--- src/rtl/rx_if.sv ---
// rx_if: received-byte bus of the RS232 receiver.
//   rx_data      [7:0] last byte received with a good stop bit
//   rx_valid           one-cycle pulse when rx_data updates
//   rx_frame_err       one-cycle pulse when the stop bit is sampled low
//   LED          [7:0] board LED mirror of rx_data
// master: the receiver drives the bus; slave: the consumer observes it.
interface rx_if;
  logic [7:0] rx_data;
  logic       rx_valid;
  logic       rx_frame_err;
  logic [7:0] LED;

  modport master (
    output rx_data,
    output rx_valid,
    output rx_frame_err,
    output LED
  );

  modport slave (
    input rx_data,
    input rx_valid,
    input rx_frame_err,
    input LED
  );
endinterface

--- src/rtl/rx.sv ---
// rx: 8N1 serial receiver for the RS232 DCE port.
// Synchronises RXD, validates the start bit at its mid-point, samples the
// data bits LSB first and the stop bit at mid-period, and reports each frame
// as a valid pulse (good stop bit) or a frame-error pulse (stop bit low).
//   CLK_50M        clock, rising edge
//   BTN_SOUTH      asynchronous active-high reset
//   RS232_DCE_RXD  asynchronous serial input, idles high
//   rx_bus         rx_data / rx_valid / rx_frame_err / LED (rx_if.master)
module rx #(
  parameter int unsigned CLKS_PER_BIT = 5209,
  parameter int unsigned HALF_BIT     = 2604
) (
  input  logic CLK_50M,
  input  logic BTN_SOUTH,
  input  logic RS232_DCE_RXD,
  rx_if.master rx_bus
);

  localparam int unsigned CNT_W = 13;
  localparam int unsigned IDX_W = 3;
  localparam logic [CNT_W-1:0] BIT_LAST  = CNT_W'(CLKS_PER_BIT - 1);
  localparam logic [CNT_W-1:0] HALF_LAST = CNT_W'(HALF_BIT - 1);
  localparam logic [IDX_W-1:0] IDX_LAST  = IDX_W'(7);

  typedef enum logic [2:0] {
    IDLE  = 3'd0,
    START = 3'd1,
    DATA  = 3'd2,
    STOP  = 3'd3,
    BREAK = 3'd4
  } state_e;

  state_e state_q, state_d;

  logic             sync1_q, sync2_q;
  logic             rxd_s;
  logic [CNT_W-1:0] cnt_q, cnt_d;
  logic [IDX_W-1:0] bitidx_q, bitidx_d;
  logic [7:0]       shreg_q, shreg_d;
  logic [7:0]       rx_data_q, rx_data_d;
  logic [7:0]       led_q, led_d;
  logic             rx_valid_q, rx_valid_d;
  logic             rx_frame_err_q, rx_frame_err_d;

  logic bit_end;
  logic half_end;

  // Two-flop synchroniser; resets to the idle (high) line level.
  always_ff @(posedge CLK_50M or posedge BTN_SOUTH) begin
    if (BTN_SOUTH) begin
      sync1_q <= 1'b1;
      sync2_q <= 1'b1;
    end else begin
      sync1_q <= RS232_DCE_RXD;
      sync2_q <= sync1_q;
    end
  end

  assign rxd_s    = sync2_q;
  assign bit_end  = (cnt_q == BIT_LAST);
  assign half_end = (cnt_q == HALF_LAST);

  // State register.
  always_ff @(posedge CLK_50M or posedge BTN_SOUTH) begin
    if (BTN_SOUTH) begin
      state_q <= IDLE;
    end else begin
      state_q <= state_d;
    end
  end

  // Next-state logic.
  always_comb begin
    state_d = state_q;
    unique case (state_q)
      IDLE:  if (!rxd_s) state_d = START;
      START: if (half_end) state_d = rxd_s ? IDLE : DATA;
      DATA:  if (bit_end && (bitidx_q == IDX_LAST)) state_d = STOP;
      STOP:  if (bit_end) state_d = rxd_s ? IDLE : BREAK;
      BREAK: if (rxd_s) state_d = IDLE;
      default: state_d = IDLE;
    endcase
  end

  // Datapath and output next values; pulses default low every cycle.
  always_comb begin
    cnt_d          = cnt_q;
    bitidx_d       = bitidx_q;
    shreg_d        = shreg_q;
    rx_data_d      = rx_data_q;
    led_d          = led_q;
    rx_valid_d     = 1'b0;
    rx_frame_err_d = 1'b0;
    unique case (state_q)
      IDLE: begin
        cnt_d    = '0;
        bitidx_d = '0;
      end
      START: begin
        cnt_d = cnt_q + CNT_W'(1);
        if (half_end) begin
          cnt_d    = '0;
          bitidx_d = '0;
        end
      end
      DATA: begin
        cnt_d = cnt_q + CNT_W'(1);
        if (bit_end) begin
          // LSB arrives first, so shift in from the top.
          shreg_d  = {rxd_s, shreg_q[7:1]};
          cnt_d    = '0;
          bitidx_d = bitidx_q + IDX_W'(1);
        end
      end
      STOP: begin
        cnt_d = cnt_q + CNT_W'(1);
        if (bit_end) begin
          cnt_d = '0;
          if (rxd_s) begin
            rx_data_d  = shreg_q;
            led_d      = shreg_q;
            rx_valid_d = 1'b1;
          end else begin
            rx_frame_err_d = 1'b1;
          end
        end
      end
      BREAK: begin
        cnt_d = '0;
      end
      default: begin
        cnt_d = '0;
      end
    endcase
  end

  // Datapath and output registers.
  always_ff @(posedge CLK_50M or posedge BTN_SOUTH) begin
    if (BTN_SOUTH) begin
      cnt_q          <= '0;
      bitidx_q       <= '0;
      shreg_q        <= '0;
      rx_data_q      <= '0;
      led_q          <= '0;
      rx_valid_q     <= 1'b0;
      rx_frame_err_q <= 1'b0;
    end else begin
      cnt_q          <= cnt_d;
      bitidx_q       <= bitidx_d;
      shreg_q        <= shreg_d;
      rx_data_q      <= rx_data_d;
      led_q          <= led_d;
      rx_valid_q     <= rx_valid_d;
      rx_frame_err_q <= rx_frame_err_d;
    end
  end

  assign rx_bus.rx_data      = rx_data_q;
  assign rx_bus.LED          = led_q;
  assign rx_bus.rx_valid     = rx_valid_q;
  assign rx_bus.rx_frame_err = rx_frame_err_q;

endmodule

--- src/flat_wrapper.sv ---
// flat-port wrapper written by rule: the top's interface ports become plain ports
module rx_flat 
#(
  parameter int unsigned CLKS_PER_BIT = 5209,
  parameter int unsigned HALF_BIT     = 2604
)
  (CLK_50M, BTN_SOUTH, RS232_DCE_RXD, rx_bus_rx_data, rx_bus_rx_valid, rx_bus_rx_frame_err, rx_bus_LED);
  rx_if rx_bus_i ();
  input  logic CLK_50M;
  input  logic BTN_SOUTH;
  input  logic RS232_DCE_RXD;
  output wire logic [$bits(rx_bus_i.rx_data)-1:0] rx_bus_rx_data;
  output wire logic [$bits(rx_bus_i.rx_valid)-1:0] rx_bus_rx_valid;
  output wire logic [$bits(rx_bus_i.rx_frame_err)-1:0] rx_bus_rx_frame_err;
  output wire logic [$bits(rx_bus_i.LED)-1:0] rx_bus_LED;
  assign rx_bus_rx_data = rx_bus_i.rx_data;
  assign rx_bus_rx_valid = rx_bus_i.rx_valid;
  assign rx_bus_rx_frame_err = rx_bus_i.rx_frame_err;
  assign rx_bus_LED = rx_bus_i.LED;
  rx #(.CLKS_PER_BIT(CLKS_PER_BIT), .HALF_BIT(HALF_BIT)) u_core (.CLK_50M(CLK_50M), .BTN_SOUTH(BTN_SOUTH), .RS232_DCE_RXD(RS232_DCE_RXD), .rx_bus(rx_bus_i));
endmodule
--- config.mk ---
export PLATFORM = sky130hd
export DESIGN_NAME = rx_flat
export DESIGN_NICKNAME = d
export VERILOG_FILES = /design/src/rtl/rx_if.sv /design/src/rtl/rx.sv /design/src/flat_wrapper.sv
export SDC_FILE = /design/constraint.sdc
export NUM_CORES = 1
export LEC_CHECK = 0
export CORE_UTILIZATION = 55
export CTS_CLUSTER_DIAMETER = 120
export DETAILED_ROUTE_END_ITERATION = 12
export MAX_ROUTING_LAYER = met4
export PLACE_DENSITY = 0.75
export SKIP_LAST_GASP = 1
export SLEW_MARGIN = 20
export SYNTH_ARGS = -nofsm -noshare
export SYNTH_HDL_FRONTEND = slang
export SYNTH_SLANG_ARGS = --single-unit
--- constraint.sdc ---
create_clock -name CLK_50M -period 3.4 [get_ports CLK_50M]
set_clock_uncertainty 0.2 [all_clocks]
set_input_delay 0.34 -clock CLK_50M [delete_from_list [all_inputs] [get_ports CLK_50M]]
set_output_delay 0.34 -clock CLK_50M [all_outputs]
set_load 0.05 [all_outputs]
==> key figures <==
Outcome
  • Status: finished clean

Yosys
  • EDFF count, synth: 0
  • Top FF cell, synth: dfrtp_1
  • Share of synthesized area occupied by flip-flops and latches: 51.9%
  • Post-synthesis area per instance: about 12 µm²
  • Yosys cell types: 38
  • Compound-gate portion of the synthesized area: under 10%
  • Area share of xor/xnor cells in the synthesized design: just over 5%
  • Ys Warns: 0
  • Portion of netlist area occupied by mux cells: between 10% and 20%
  • Post-synthesis simple-gate area fraction: 19.1%
  • Nets in the synthesized netlist: 170
  • Combinational family with the most area after synthesis: simple AND/OR/NAND/NOR gates
  • Register bit total from synthesis: 39
  • Count of mapped cells out of synthesis: ~160
  • Share of flip-flops with an asynchronous set or reset: 100%
  • Post-synthesis cell area: 0.00188 mm²
  • Fraction of the mapped netlist area in adder cells: 2.66%

Timing
  • Setup total negative slack: 0 ns
  • Max transition margin: between 60% and 70%
  • Final worst path period share: 69.8%
  • Actual slew at the worst max-slew pin: a little over 0.5 ns
  • Final-report setup violation count: 0
  • Setup slack of the critical path after layout: 1.03 ns
  • Fin Hold WS: between 0.15 and 0.2 ns
  • RSZ-0062 raised after global routing: false
  • Max Freq: between 0.4 and 0.5 GHz
  • Final-report max-slew violation count: 0
  • Number of endpoints with negative hold slack in the final report: 0
  • Min cycle time layout: approximately 2.4 ns

Finish
  • Top library cells by usage in the layout, fill and taps aside: dfrtp_1 (37), nor2_1 (22), clkdlybuf4s50_1 (20), mux2_2 (16), xnor2_1 (9)
  • Post-route cell area: 0.00218 mm²
  • Count of fill cells added during filler insertion: about 250
  • Net count of the finished layout: roughly 190
  • Relative area change from synthesis to final layout: 15.5%
  • Most common cell after layout, fill and taps aside: dfrtp_1
  • Diodes inserted: 0
  • Share of post-route cells with drive strength above 1: 19.3%

Flow run
  • Max Cap Violations: 0

Worst setup path
  • Slack of the worst reg-to-reg path: just over 1 ns
  • Kind of critical path: reg -> reg
  • Sort of element at the end of the critical path: register
  • Reg2reg end: u_core.rx_bus.rx_data[5]
  • Required time at the endpoint of the critical path: between 3 and 4 ns
  • Category of the worst setup path launch point: register
  • RR Startpoint: u_core.cnt_q[2]
  • Cells on worst reg2reg path: 4
  • Critical Path AT: 2.40 ns
  • Crit-path max FO: 9

Die
  • IO Pins: 21
  • Die extent in x: 60.5 µm
  • Number of placement rows: 20
  • Starting Density: about three fifths
  • Total die area: around 0.0037 mm²
  • Placeable core region: 0.00315 mm²
  • Vertical extent of the die: roughly 60 µm

Global routing
  • Combined global-route utilization of all metal layers: between 20% and 30%
  • Number of antenna violations at the first check in global routing: 0
  • GRT overflow: 0
  • Wire length of the first global-routing pass: around 5400 µm
  • Number of global-route vias before repair: approximately 1200
  • Largest net degree at the start of global routing: 40

CTS
  • Postcts setup bufs: 0
  • Post-cts sizing count: 0
  • Number of sinks handled by clock tree synthesis: 39
  • Clock buffer depth: 2
  • CTS buffer count: 5
  • Clock tree from TritonCTS: done
  • Hold buffer count at cts: 0
  • Number of H-tree branching levels: 2
  • Clock transition at path regs: 0.10 ns
  • Cell chosen for the clock root: clkbuf_4
  • Clock latency of the later-clocked register in the worst-skew pair: between 0.3 and 0.4 ns

Power
  • Post-layout power: 0.853 mW
  • Leakage dissipation: between 1 and 1.5 nW
  • Max IR drop VDD: 0.000314 V
  • Pwr/cell area: roughly 390 mW/mm²

Min path
  • Launch instance of the worst min-delay path: u_core.sync1_q
  • Number of stages on the worst hold path: 0
  • Type of the worst min-delay path: reg -> reg
  • End point of the most critical hold path: u_core.rxd_s

Detailed routing
  • WL/cell: between 10 and 15 µm
  • Number of detailed-routing iterations run before antenna repair: 4
  • Violation count after the first detailed-routing iteration: 53
  • Antenna viol nets, final: 0
  • Number of vias in the routed layout: 1218
  • Routed WL: between 3000 and 4000 µm
  • Via density: 5.41
  • Total DRC errors in the routed layout: 0

Placement
  • DP Area: around 0.0021 mm²
  • Post-placement setup slack: approximately 1.0 ns
  • GP Congestion: 0.865
  • Detailed placer's ending HPWL: 2360 µm
  • Number of buffers inserted by port buffering: 20
power breakdown:
group	internal (mW)	total (mW)	switching, mW
Clock	0.229	0.373	0.144
Combinational	0.00337	0.0126	0.00920
Sequential	0.466	0.467	0.00126
Total	0.699	0.853	0.154
worst max path at each step:
| stage | startpoint | to | slack, ns | cells past startpoint |
|---|---|---|---|---|
| finish | u_core.cnt_q[2] | u_core.rx_bus.rx_data[5] | 1.03 | 4 |
| CTS | u_core.cnt_q[2] | u_core.rx_bus.rx_data[5] | 1.01 | 4 |
| global placement | u_core.cnt_q[2] | u_core.rx_bus.rx_data[5] | 1.07 | 4 |
| detailed placement | u_core.cnt_q[2] | u_core.rx_bus.rx_data[5] | 1.03 | 4 |
| floorplan | u_core.cnt_q[2] | u_core.rx_bus.rx_data[0] | 1.13 | 4 |
| global route | u_core.cnt_q[2] | u_core.rx_bus.rx_data[5] | 0.96 | 4 |
layer usage:
metal  wire length, µm  part of all wire, %  global-route usage [%]
met1              1470                   45                    26.4
met3               103                  3.2                    4.48
met2              1610                   50                    33.8
met5                 0                    0                       -
met4                55                  1.7                    9.74
cells in the mapped netlist, drive strengths merged, types with 2 or more instances:
library cell | n | area [µm²]
ha | 4 | 50.1
nor2 | 23 | 103
nor2b | 2 | 12.5
o21ai | 2 | 10.0
nor3 | 4 | 25.0
mux2i | 2 | 20.0
xor2 | 2 | 17.5
dfstp | 2 | 52.6
mux2 | 16 | 180
dfrtp | 37 | 926
inv | 8 | 30.0
buf | 9 | 67.6
nor4bb | 2 | 20.0
a211o | 2 | 17.5
nand3b | 2 | 18.8
xnor2 | 9 | 78.8
clkbuf | 3 | 11.3
nor4 | 5 | 37.5
nand2 | 6 | 22.5
nor3b | 2 | 15.0
nand3 | 6 | 30.0
and3 | 3 | 18.8
cell families (layout without fill, tap and decap cells):
logic type / Yosys count / in the layout
AOI/OAI and AO/OA: 10 / 10
and+or+nand+nor: 61 / 61
muxes: 18 / 18
xor gates and xnor gates: 11 / 11
buffers and inverters: 20 / 38
adders and majority gates: 4 / 4
DFF: 39 / 39
area by class of cell:
| type | count | area [µm²] | area share [%] |
|---|---|---|---|
| flip-flops and latches | 39 | 978 | 44.9 |
| multi-input cells | 104 | 797 | 36.6 |
| repair buffers | 22 | 215 | 9.89 |
| clock inverters | 2 | 60.1 | 2.76 |
| well taps | 44 | 55.1 | 2.53 |
| clock buffers | 6 | 41.3 | 1.90 |
| inverters | 8 | 30.0 | 1.38 |
stage by stage:
step                std cells  utilization [%]
floorplan                 163                -
global placement          217             65.8
detailed placement        217             65.8
CTS                       225             69.0
global route              225             69.0
finish                    225             69.0
registers in the layout, indices dropped and copies added, names as in the netlist:
signal	cells
u_core.cnt_q	13
u_core.sync1_q	1
u_core.bitidx_q	3
u_core.rxd_s	1
u_core.shreg_q	8
u_core.rx_bus.rx_frame_err	1
u_core.state_q	3
u_core.rx_bus.rx_valid	1
u_core.rx_bus.rx_data	8
critical path, cell delays in order, from the launching register on:
cell	delay (ns)
dfrtp_1	0.46
or4b_4	0.59
or3_4	0.46
nor2_8	0.20
mux2_2	0.36
(Power assumes the default switching activity.)
